$ cat config.mk
export PLATFORM = sky130hd
export DESIGN_NAME = imem_loader
export DESIGN_NICKNAME = d
export VERILOG_FILES = /design/src/rtl/imem_loader_pkg.sv /design/src/rtl/word_packer.sv /design/src/rtl/imem_loader.sv
export SDC_FILE = /design/constraint.sdc
export NUM_CORES = 1
export LEC_CHECK = 0
export ABC_CLOCK_PERIOD_IN_PS = 3300
export CELL_PAD_IN_SITES_DETAIL_PLACEMENT = 0
export CELL_PAD_IN_SITES_GLOBAL_PLACEMENT = 1
export CORE_MARGIN = 10
export CORE_UTILIZATION = 45
export CTS_BUF_LIST = sky130_fd_sc_hd__clkbuf_8
export CTS_CLUSTER_SIZE = 16
export DETAILED_ROUTE_END_ITERATION = 16
export PLACE_DENSITY_LB_ADDON = 0.1
export SYNTH_ARGS = -nofsm -noshare
export SYNTH_HDL_FRONTEND = slang
export SYNTH_SLANG_ARGS = --single-unit
$ cat constraint.sdc
create_clock -name clk -period 3.3 [get_ports clk]
set_input_delay 0.495 -clock clk [delete_from_list [all_inputs] [get_ports clk]]
set_output_delay 0.495 -clock clk [all_outputs]
set_load 0.02 [all_outputs]
$ cat src/rtl/imem_loader_pkg.sv
// imem_loader shared types and constants.
// Optional checksum build: IMEM_LOADER_CHECKSUM_EN.
package imem_loader_pkg;

   localparam logic [7:0] SYNC_BYTE = 8'hA5;
   localparam int         LEN_W     = 16;

   typedef enum logic [2:0] {
      S_IDLE,
      S_SYNC,
      S_LEN_LO,
      S_LEN_HI,
      S_DATA,
      S_CHECK,
      S_DONE,
      S_ERR
   } state_e;

endpackage

$ cat src/rtl/word_packer.sv
// Packs four bytes into a 32-bit little-endian word.
// word_valid_o pulses with the 4th byte; word_o is valid then.
module word_packer
   import imem_loader_pkg::*;
(
   input  logic        clk,
   input  logic        rst_n,
   input  logic        clear_i,
   input  logic [7:0]  byte_i,
   input  logic        byte_valid_i,
   output logic [31:0] word_o,
   output logic        word_valid_o
);

   logic [1:0]  cnt_q;
   logic [23:0] pack_q;

   always_ff @(posedge clk or negedge rst_n) begin
      if (!rst_n) begin
         cnt_q  <= 2'd0;
         pack_q <= 24'd0;
      end else if (clear_i) begin
         cnt_q  <= 2'd0;
         pack_q <= 24'd0;
      end else if (byte_valid_i) begin
         cnt_q <= cnt_q + 2'd1;
         case (cnt_q)
            2'd0:    pack_q[7:0]   <= byte_i;
            2'd1:    pack_q[15:8]  <= byte_i;
            2'd2:    pack_q[23:16] <= byte_i;
            default: ;
         endcase
      end
   end

   // Top byte bypasses the register so the word is ready on the 4th byte.
   assign word_o       = {byte_i, pack_q};
   assign word_valid_o = byte_valid_i && !clear_i && (cnt_q == 2'd3);

endmodule

$ cat src/rtl/imem_loader.sv
// Framed byte-stream loader into instruction memory.
// Define IMEM_LOADER_CHECKSUM_EN for the trailing XOR checksum byte.
module imem_loader
   import imem_loader_pkg::*;
#(
   parameter int ADDR_W = 14
) (
   input  logic              clk,
   input  logic              rst_n,
   input  logic              start,
   input  logic [7:0]        rx_data,
   input  logic              rx_valid,
   output logic              rx_ready,
   output logic              imem_we,
   output logic [ADDR_W-1:0] imem_addr,
   output logic [31:0]       imem_wdata,
   output logic              cpu_stall,
   output logic              pc_clear,
   output logic              done,
   output logic              error
);

   localparam logic [LEN_W:0] MAX_N =
      {{LEN_W{1'b0}}, 1'b1} << ADDR_W;

`ifdef IMEM_LOADER_CHECKSUM_EN
   localparam state_e S_TAIL = S_CHECK;
`else
   localparam state_e S_TAIL = S_DONE;
`endif

   state_e            state_q, state_d;
   logic [LEN_W-1:0]  len_q;
   logic [LEN_W-1:0]  wcnt_q;
   logic              fin_q;
   logic              rx_ready_q;
   logic              we_q;
   logic [ADDR_W-1:0] addr_q;
   logic [31:0]       wdata_q;
   logic              stall_q;
   logic              pcc_q;
   logic              done_q;
   logic              err_q;

   logic              acc;
   logic              pk_valid;
   logic              word_valid;
   logic [31:0]       word;
   logic [LEN_W-1:0]  len_n;
   logic              last_word;

   assign acc       = rx_valid && rx_ready_q && !start;
   assign pk_valid  = acc && (state_q == S_DATA) && !fin_q;
   assign len_n     = {rx_data, len_q[7:0]};
   assign last_word = (wcnt_q == len_q - 16'd1);

`ifdef IMEM_LOADER_CHECKSUM_EN
   logic [7:0] csum_q;

   always_ff @(posedge clk or negedge rst_n) begin
      if (!rst_n)        csum_q <= 8'd0;
      else if (start)    csum_q <= 8'd0;
      else if (pk_valid) csum_q <= csum_q ^ rx_data;
   end
`endif

   word_packer u_pack (
      .clk          (clk),
      .rst_n        (rst_n),
      .clear_i      (start),
      .byte_i       (rx_data),
      .byte_valid_i (pk_valid),
      .word_o       (word),
      .word_valid_o (word_valid)
   );

   always_comb begin
      state_d = state_q;
      if (start) begin
         state_d = S_SYNC;
      end else begin
         unique case (state_q)
            S_SYNC:
               if (acc && rx_data == SYNC_BYTE)
                  state_d = S_LEN_LO;
            S_LEN_LO:
               if (acc) state_d = S_LEN_HI;
            S_LEN_HI:
               if (acc) begin
                  if ({1'b0, len_n} > MAX_N)
                     state_d = S_ERR;
                  else if (len_n == '0)
                     state_d = S_TAIL;
                  else
                     state_d = S_DATA;
               end
`ifdef IMEM_LOADER_CHECKSUM_EN
            S_DATA:
               if (word_valid && last_word)
                  state_d = S_CHECK;
            S_CHECK:
               if (acc)
                  state_d = (rx_data == csum_q) ? S_DONE : S_ERR;
`else
            // Wait one cycle so the final write commits before DONE.
            S_DATA:
               if (fin_q) state_d = S_DONE;
`endif
            default: ;
         endcase
      end
   end

   always_ff @(posedge clk or negedge rst_n) begin
      if (!rst_n) begin
         state_q    <= S_IDLE;
         len_q      <= '0;
         wcnt_q     <= '0;
         fin_q      <= 1'b0;
         rx_ready_q <= 1'b0;
         we_q       <= 1'b0;
         addr_q     <= '0;
         wdata_q    <= '0;
         stall_q    <= 1'b0;
         pcc_q      <= 1'b0;
         done_q     <= 1'b0;
         err_q      <= 1'b0;
      end else begin
         state_q    <= state_d;
         rx_ready_q <= state_d inside {S_SYNC, S_LEN_LO,
                       S_LEN_HI, S_DATA, S_CHECK};
         stall_q    <= state_d inside {S_SYNC, S_LEN_LO,
                       S_LEN_HI, S_DATA, S_CHECK, S_ERR};
         done_q     <= (state_d == S_DONE);
         err_q      <= (state_d == S_ERR);
         pcc_q      <= (state_d == S_DONE) &&
                       (state_q != S_DONE);
         we_q       <= word_valid;
         if (state_q == S_LEN_LO && acc)
            len_q[7:0] <= rx_data;
         if (state_q == S_LEN_HI && acc)
            len_q[15:8] <= rx_data;
         if (word_valid) begin
            wdata_q <= word;
            addr_q  <= wcnt_q[ADDR_W-1:0];
            wcnt_q  <= wcnt_q + 16'd1;
         end
         if (start) begin
            wcnt_q <= '0;
            fin_q  <= 1'b0;
         end else if (word_valid && last_word) begin
            fin_q  <= 1'b1;
         end
      end
   end

   assign rx_ready   = rx_ready_q;
   assign imem_we    = we_q;
   assign imem_addr  = addr_q;
   assign imem_wdata = wdata_q;
   assign cpu_stall  = stall_q;
   assign pc_clear   = pcc_q;
   assign done       = done_q;
   assign error      = err_q;

endmodule
# Yosys cells after proc, flatten, opt, wreduce, memory -nomap -nowiden
# Index checks and enable logic that the tools add are counted.
[totals]
ff_bits = 114
input_bits = 12
output_inout_bits = 52
elab_cells = 83
[op_classes]
add_sub_neg = 3
n_lt_le_gt_ge = 1
eq_ne = 17
muxes = 19
n_reduce_logical = 26
[op_table]
columns = ["operator", "n"]
rows = [
  ["two-way mux 24 bit", 2],
  ["two-way mux 16 bit", 2],
  ["two-way mux 8 bit", 3],
  ["adder 16 x 1 -> 16 bit, second input constant", 1],
  ["== test 16 bit", 1],
  ["greater-than comparator 16 x 15 -> 1 bit, second input constant", 1],
  ["logical NOT 16 bit", 1],
  ["subtractor 16 x 1 -> 16 bit, second input constant", 1],
  ["== test 3 bit, second input constant", 5],
  ["two-way mux 3 bit", 5],
  ["== test 3 x 2 -> 1 bit, second input constant", 4],
  ["one-hot mux 3 bit (4 select lines)", 1],
  ["nonzero test 2 bit", 6],
  ["logical AND 1 bit", 11],
  ["== test 8 bit, second input constant", 1],
  ["two-way mux 2 bit", 4],
  ["== test 3 x 1 -> 1 bit, second input constant", 2],
  ["AND reduction 2 bit", 3],
  ["nonzero test 6 bit", 1],
  ["nonzero test 5 bit", 1],
  ["== test 2 bit, second input constant", 2],
  ["!= test 3 bit, second input constant", 1],
  ["adder 2 x 1 -> 2 bit, second input constant", 1],
  ["== test 2 x 1 -> 1 bit, second input constant", 1],
  ["3 further kinds", 5],
]

# Depth between registers and ports, before layout
[depth]
ltp_word = 9
mapped_depth = 10

# Hierarchy
# A second synthesis with hierarchy kept.
[unflattened]
hier_cells = 460
hier_area_um2 = 5439.0
[by_module_without_submodules]
columns = ["module", "n_inst", "cells_per_inst", "area_each_um2", "seq_area_each_um2"]
rows = [
  ["imem_loader", 1, 351, 4137.7, 2202.1],
  ["word_packer", 1, 109, 1301.2, 650.6],
]

# Least setup slack after synthesis
# Ideal clock, no wire load.
[synth_timing]
path_kind = "reg2reg"
startpoint = "register len_q[0]"
endpoint = "register fin_q"
setup_ns = 0.096
t_arrival_ns = 2.167
required_time_ns = 3.204
setup_slack_ns = 1.038
path_stages_with_launch = 10
path_buffers = 2
period_less_slack_ns = 2.262
path_cell_list = "dfrtp_1 inv_1 ha_1 buf_2 or4b_1 buf_2 or4_1 a21boi_1 nor3_1 o32ai_2"
[synth_via]
elab_chain_cells = 4
[synth_rtl]
columns = ["item", "line", "text"]
rows = [
  ["start: declaration", "imem_loader.sv:33", "logic [LEN_W-1:0] len_q;"],
  ["start signal: assignment", "imem_loader.sv:140", "len_q[7:0] <= rx_data;"],
  ["subtractor 16 x 1 -> 16 bit", "imem_loader.sv:55", "assign last_word = (wcnt_q == len_q - 16'd1);"],
  ["== test 16 bit", "imem_loader.sv:55", ""],
  ["logical AND 1 bit", "imem_loader.sv:151", "end else if (word_valid && last_word) begin"],
  ["nonzero test 2 bit (no line)", "--", ""],
  ["end signal: assignment", "imem_loader.sv:119", "fin_q <= 1'b0;"],
  ["end signal: assignment", "imem_loader.sv:150", "fin_q <= 1'b0;"],
  ["end signal: assignment", "imem_loader.sv:152", "fin_q <= 1'b1;"],
  ["end: declaration", "imem_loader.sv:35", "logic fin_q;"],
]
# No other way between the ends.
# A chain may end at the register's enable or synchronous reset.

# Final worst setup path
[layout_timing]
startpoint = "input rx_data[3]"
endpoint = "register rx_ready_q, in the netlist rx_ready"
[layout_via]
elab_chain_cells = 8
word_cells_on_any_way = 16
cone_classes = "order compare: 1; eq/ne: 6; mux: 6; reduce/logical: 3"
[layout_rtl]
columns = ["item", "line", "text"]
rows = [
  ["start: declaration", "imem_loader.sv:11", "input logic [7:0] rx_data,"],
  ["branches (longest 4 deep; another with greater-than comparator 16 x 15 -> 1 bit)", "--", ""],
  ["one-hot mux 3 bit (4 select lines) (*)", "imem_loader.sv:82", "unique case (state_q)"],
  ["two-way mux 3 bit (*)", "imem_loader.sv:79", "if (start) begin"],
  ["via state_d[1]", "imem_loader.sv:32", "state_e state_q, state_d;"],
  ["== test 3 x 1 -> 1 bit (tied with other cells)", "imem_loader.sv:130", "rx_ready_q <= state_d inside {S_SYNC, S_LEN_LO,"],
  ["nonzero test 5 bit (*)", "imem_loader.sv:130", ""],
  ["end signal: assignment", "imem_loader.sv:130", ""],
  ["end: declaration", "imem_loader.sv:36", "logic rx_ready_q;"],
]
# Mark *: on every way through the listed nets, which the timed path passes.

==> flow_summary.yaml <==
final_layout:
  final_util: 0.562
  layout_commonest_cell: "nand2_1"
  antenna_cells: 0
  drive_gt1_frac: 0.106
  fillers: 1083
  area_delta_synth_final_pct: 20.4
  nets: 658
  layout_common_cells: "nand2_1, dfrtp_1, clkdlybuf4s50_1"
setup_path:
  cp_max_fo: 8
  crit_type: "primary input to register"
  r2r_slack_ns: 0.81
  crit_arrival_ns: 2.84
  startpoint_type: "primary input"
  cp-end-kind: "register"
  cp.required_ns: 3.60
timing:
  fin_crit_sh: 0.769
  setup_viol: 0
  finalHoldViolCount: 0
  fmax_mhz: 394
  finalClockSkew_ns: 0.0103
  layout_setup_ws_ns: 0.763
  rsz0062_at_grt: "false"
  tightest_slew_ns: 0.871
  slew_headroom: 0.414
  fin_tns_setup_ns: 0
  slew_viol_final: 0
  min_period_ns: 2.54
  fin_hold_ws_ns: 0.109
run_status:
  outcome: "completed"
clocking:
  cts_buffer_depth: 2
  root_buffer: "clkbuf_8"
  cts_resized: 0
  cts.sink_count: 114
  numCtsBuffers: 17
  cts_tree: "done"
  cts.htree.levels: 4
  postCtsSetupRepairBufs: 0
  clk_latency_ns: 0.43
  clk_pin_slew_worst_paths_ns: 0.07
  hold_buffers: 0
synth:
  yosysUniqueCellTypes: 53
  ys_ff_latch: 114
  ys_seq_area_frac: 0.529
  yosysWarningCount: 0
  synth-edff-count: 0
  avgSynthCellArea_um2: 9.24
  yosys_most_used_dff: "dfrtp_1"
  synth_top_cell_by_area: "dfrtp_1"
  synth.area.top_cells: "dfrtp_1, nand2_1, nand3_1"
  yosysTopAreaCellShare: 0.529
  synth.cell_area_mm2: 0.00540
  async_flop_share: 1.00
  synth_cells: 584
  synth_fp_nets: 603
placement:
  post-place-ws_ns: 0.409
  portBuffers: 63
  gp_congestion: 0.887
  hpwl_um: 9070
routing:
  via_count: 4191
  routed_wl_um: 13000
  drt-initial-drc-count: 328
  routed_via_density: 5.28
  postRouteAntennaNets: 0
  routedWlPerCell_um: 16.4
  firstDrtPassIters: 4
  drc: 0
floorplan:
  ios: 64
  initial_core_util: 0.467
  rows: 39
  die_h_um: 130
  fp.dieArea_mm2: 0.0168
  dieWidth_um: 130
  coreArea_mm2: 0.0116
hold_path:
  hold_path_class: "primary input to async pin"
grt:
  grt_pass1_vias: 4200
  grt_pass1_wl_um: 22000
  grt_max_degree: 63
  globalRouteTotalUtil: 0.165
  grt_overflow: 0
  antenna_found_initial: 0
power_and_ir_drop:
  vdd_drop_max_mv: 0.278
  power_mw: 3.51
  leakage_nw: 3.01
  power_density_mw_per_mm2: 540
job:
  maxCapViolations: 0
registers in the layout, summed over array words and instances (netlist names):
register and cells:
done 1, state_q 3, imem_addr 14, imem_we 1, cpu_stall 1, fin_q 1, u_pack.pack_q 24, rx_ready 1
imem_wdata 32, error 1, wcnt_q 16, len_q 16, u_pack.cnt_q 2, pc_clear 1
power breakdown:
part / switching [mW] / leakage [nW] / internal, mW
combinational: 0.388 / 1.25 / 0.380
clock: 0.550 / 0.188 / 0.617
sequential: 0.105 / 1.57 / 1.47
total: 1.04 / 3.01 / 2.47
metal layers:
metal	global-route usage	part of all wire	vias to the layer above
met5	0	0	-
met4	0.0595	0.0068	0
met3	0.0514	0.060	9
met2	0.245	0.45	93
met1	0.222	0.48	2017
li1	-	-	2072
path summary, 6_finish.rpt:
path,startpoint,endpoint,depth (start not counted)
worst max-delay path,rx_data[3],rx_ready,6
worst min register to register,u_pack.pack_q[23],imem_wdata[23],2
worst min-delay path,rst_n,imem_addr[10],1
max in group asynchronous,rst_n,u_pack.pack_q[10],2
min in group clk,u_pack.pack_q[23],imem_wdata[23],2
worst max register to register,len_q[0],fin_q,8
cells by family after synthesis:
logic type	count (synthesis)	share of synthesized area
adder cells (fa/ha/maj)	7	0.0162
AND/OR/NAND/NOR	302	0.255
multiplexers	18	0.0373
flip-flops	114	0.529
AO/OA/AOI/OAI	60	0.0682
XOR/XNOR	37	0.0600
buffers and inverters	46	0.0350
layout make-up:
class | instances | area, um^2 | area share
clock buffers | 19 | 262 | 0.0402
clock inverters | 12 | 92.6 | 0.0142
multi-input cells | 424 | 2360 | 0.363
flip-flops and latches | 114 | 2850 | 0.439
inverters | 8 | 30.0 | 0.00462
well taps | 143 | 179 | 0.0275
repair buffers | 74 | 723 | 0.111
through the flow:
stage	instance area [um^2]	std cells
floorplan	5400	584
detailed placement	6150	763
global route	6500	794
CTS	6500	794
global placement	6150	763
finish	6500	794
worst max-delay path, stage by stage:
cell	delay [ns]
clkdlybuf4s50_1	0.59
nor4_1	0.66
nand4b_1	0.17
a21o_1	0.22
a31oi_2	0.33
mux2_2	0.37
synth_stat cells (2+ instances only):
library cell  instances
a21oi_1              31
a31oi_1               3
and2_1                5
and3_1                5
and3b_1               2
and4_1                3
buf_2                 7
clkbuf_1             29
dfrtp_1             114
ha_1                  7
inv_1                 7
mux2_2               17
nand2_1             180
nand2b_1              3
nand3_1              39
nand3b_1              2
nand4_1               7
nor2_1               28
nor2b_1               2
nor3_1                6
nor3_2                2
nor4_1                4
nor4b_1               2
o21ai_0              10
o31ai_1               3
or3_1                 2
or4_1                 3
xnor2_1              18
xor2_1               19
Power figures use the tool's default switching activity.
==> RTL change (same flow settings) <==
Build with the macro `IMEM_LOADER_CHECKSUM_EN` defined.
--- a/src/rtl/imem_loader.sv
+++ b/src/rtl/imem_loader.sv
@@ -1,4 +1,6 @@
 // Framed byte-stream loader into instruction memory.
 // Define IMEM_LOADER_CHECKSUM_EN for the trailing XOR checksum byte.
+`define IMEM_LOADER_CHECKSUM_EN
+
 module imem_loader
    import imem_loader_pkg::*;
Formal check against the unedited RTL: not equivalent (a bounded check fails within 10 cycles, from zero or initial values and one cycle with rst_n low).
==> RTL change against the original RTL <==
Setup slack lost 0.27 ns. Clock skew fell by 0.0028 ns. Wire length up 9.2%. Register-to-register slack got worse by 0.32 ns. Via count up 7.3%. Design area is 7.0% higher. Critical endpoint is now error. Synthesized cell count grew 5.7%. Area after synthesis rose by 7.0%. Sequential cell count grew 8.
Power is not compared: it rests on default switching activity, and its combinational part moved more than twofold at a synthesized area within 25%.
==> RTL change: results (changes against the original RTL) <==
[placed_design]
dp_slack_ns = 0.425  ; +0.0159 ns
place_congestion = 0.914  ; +3.1%
dp_hpwl_um = 9830  ; +8.4%
dpl_cell_area_mm2 = 0.00658  ; +7.0%
dp_cells = 827  ; +8.4%

[clock_network]
cts_sinks = 122  ; +7.0%

[outcome]
outcome = finished clean

[synth]
synthAdderAreaFrac_pct = 1.30  ; -0.32 points
avgSynthCellArea_um2 = 9.36  ; +1.2%
synth_compound_area_share_pct = 6.37  ; -0.44 points
yosys-top-cells-count = 187 x nand2_1, 122 x dfrtp_1, 35 x nand3_1

[final_layout]
multiInputGateArea_mm2 = 0.00252  ; +6.8%
seqCellArea_mm2 = 0.00305  ; +7.0%
n_fill_cell = 1150  ; +6.2%
stdcell_area_mm2 = 0.00695  ; +7.0%
clk_share_pct = 5.43  ; -0.013 points
num-multi-input-gates = 443  ; +4.5%
nonClockInverterCount = 12  ; +4

[timing]
whs_ns = 0.125  ; +0.0160 ns
slew_headroom_pct = 49.8  ; +8.3 points

[grt]
track_usage_pct = 16.7  ; +0.18 points
met2_usage_pct = 25.0  ; +0.51 points
grt_use_met3_pct = 5.34  ; +0.20 points

[worst_setup_path]
path_max_fanout = 6  ; -2
start_kind = flip-flop

[routing]
num_vias = 4497  ; +7.3%
drtIter0Drc = 232  ; -29%
drt-pass1-iter-count = 5  ; +1
avgRoutedWirePerCell_um = 16.6  ; +1.2%
wl_um = 14200  ; +9.2%

==> RTL change: cell types whose count changed in the layout (fill, tap and decap cells not counted), moves of 4 or more <==
cell,delta
xor2_1,+9
dfrtp_1,+8
nand2_1,+7
inv_1,+6
nor4_1,+6
buf_4,+5
nand3_1,-4
o21ai_0,-4
==> RTL change: power groups by stage <==
stage / sequential, uW / combinational (uW) / clock, uW
5_1_grt: 1500 / 115 / 1380
6_report: 1500 / 104 / 1270
3_3_place_gp: 1520 / 105 / 0
4_1_cts: 1500 / 107 / 1310
3_5_place_dp: 1520 / 107 / 0
2_1_floorplan: 1520 / 33.4 / 0
==> RTL change: critical path, stage by stage, from the launching register on <==
cell	delay [ns]
dfrtp_1	0.43
inv_1	0.08
ha_1	0.19
or3b_2	0.54
or4_1	0.51
a211oi_1	0.29
o21ai_2	0.12
or4_4	0.44
a21oi_2	0.14
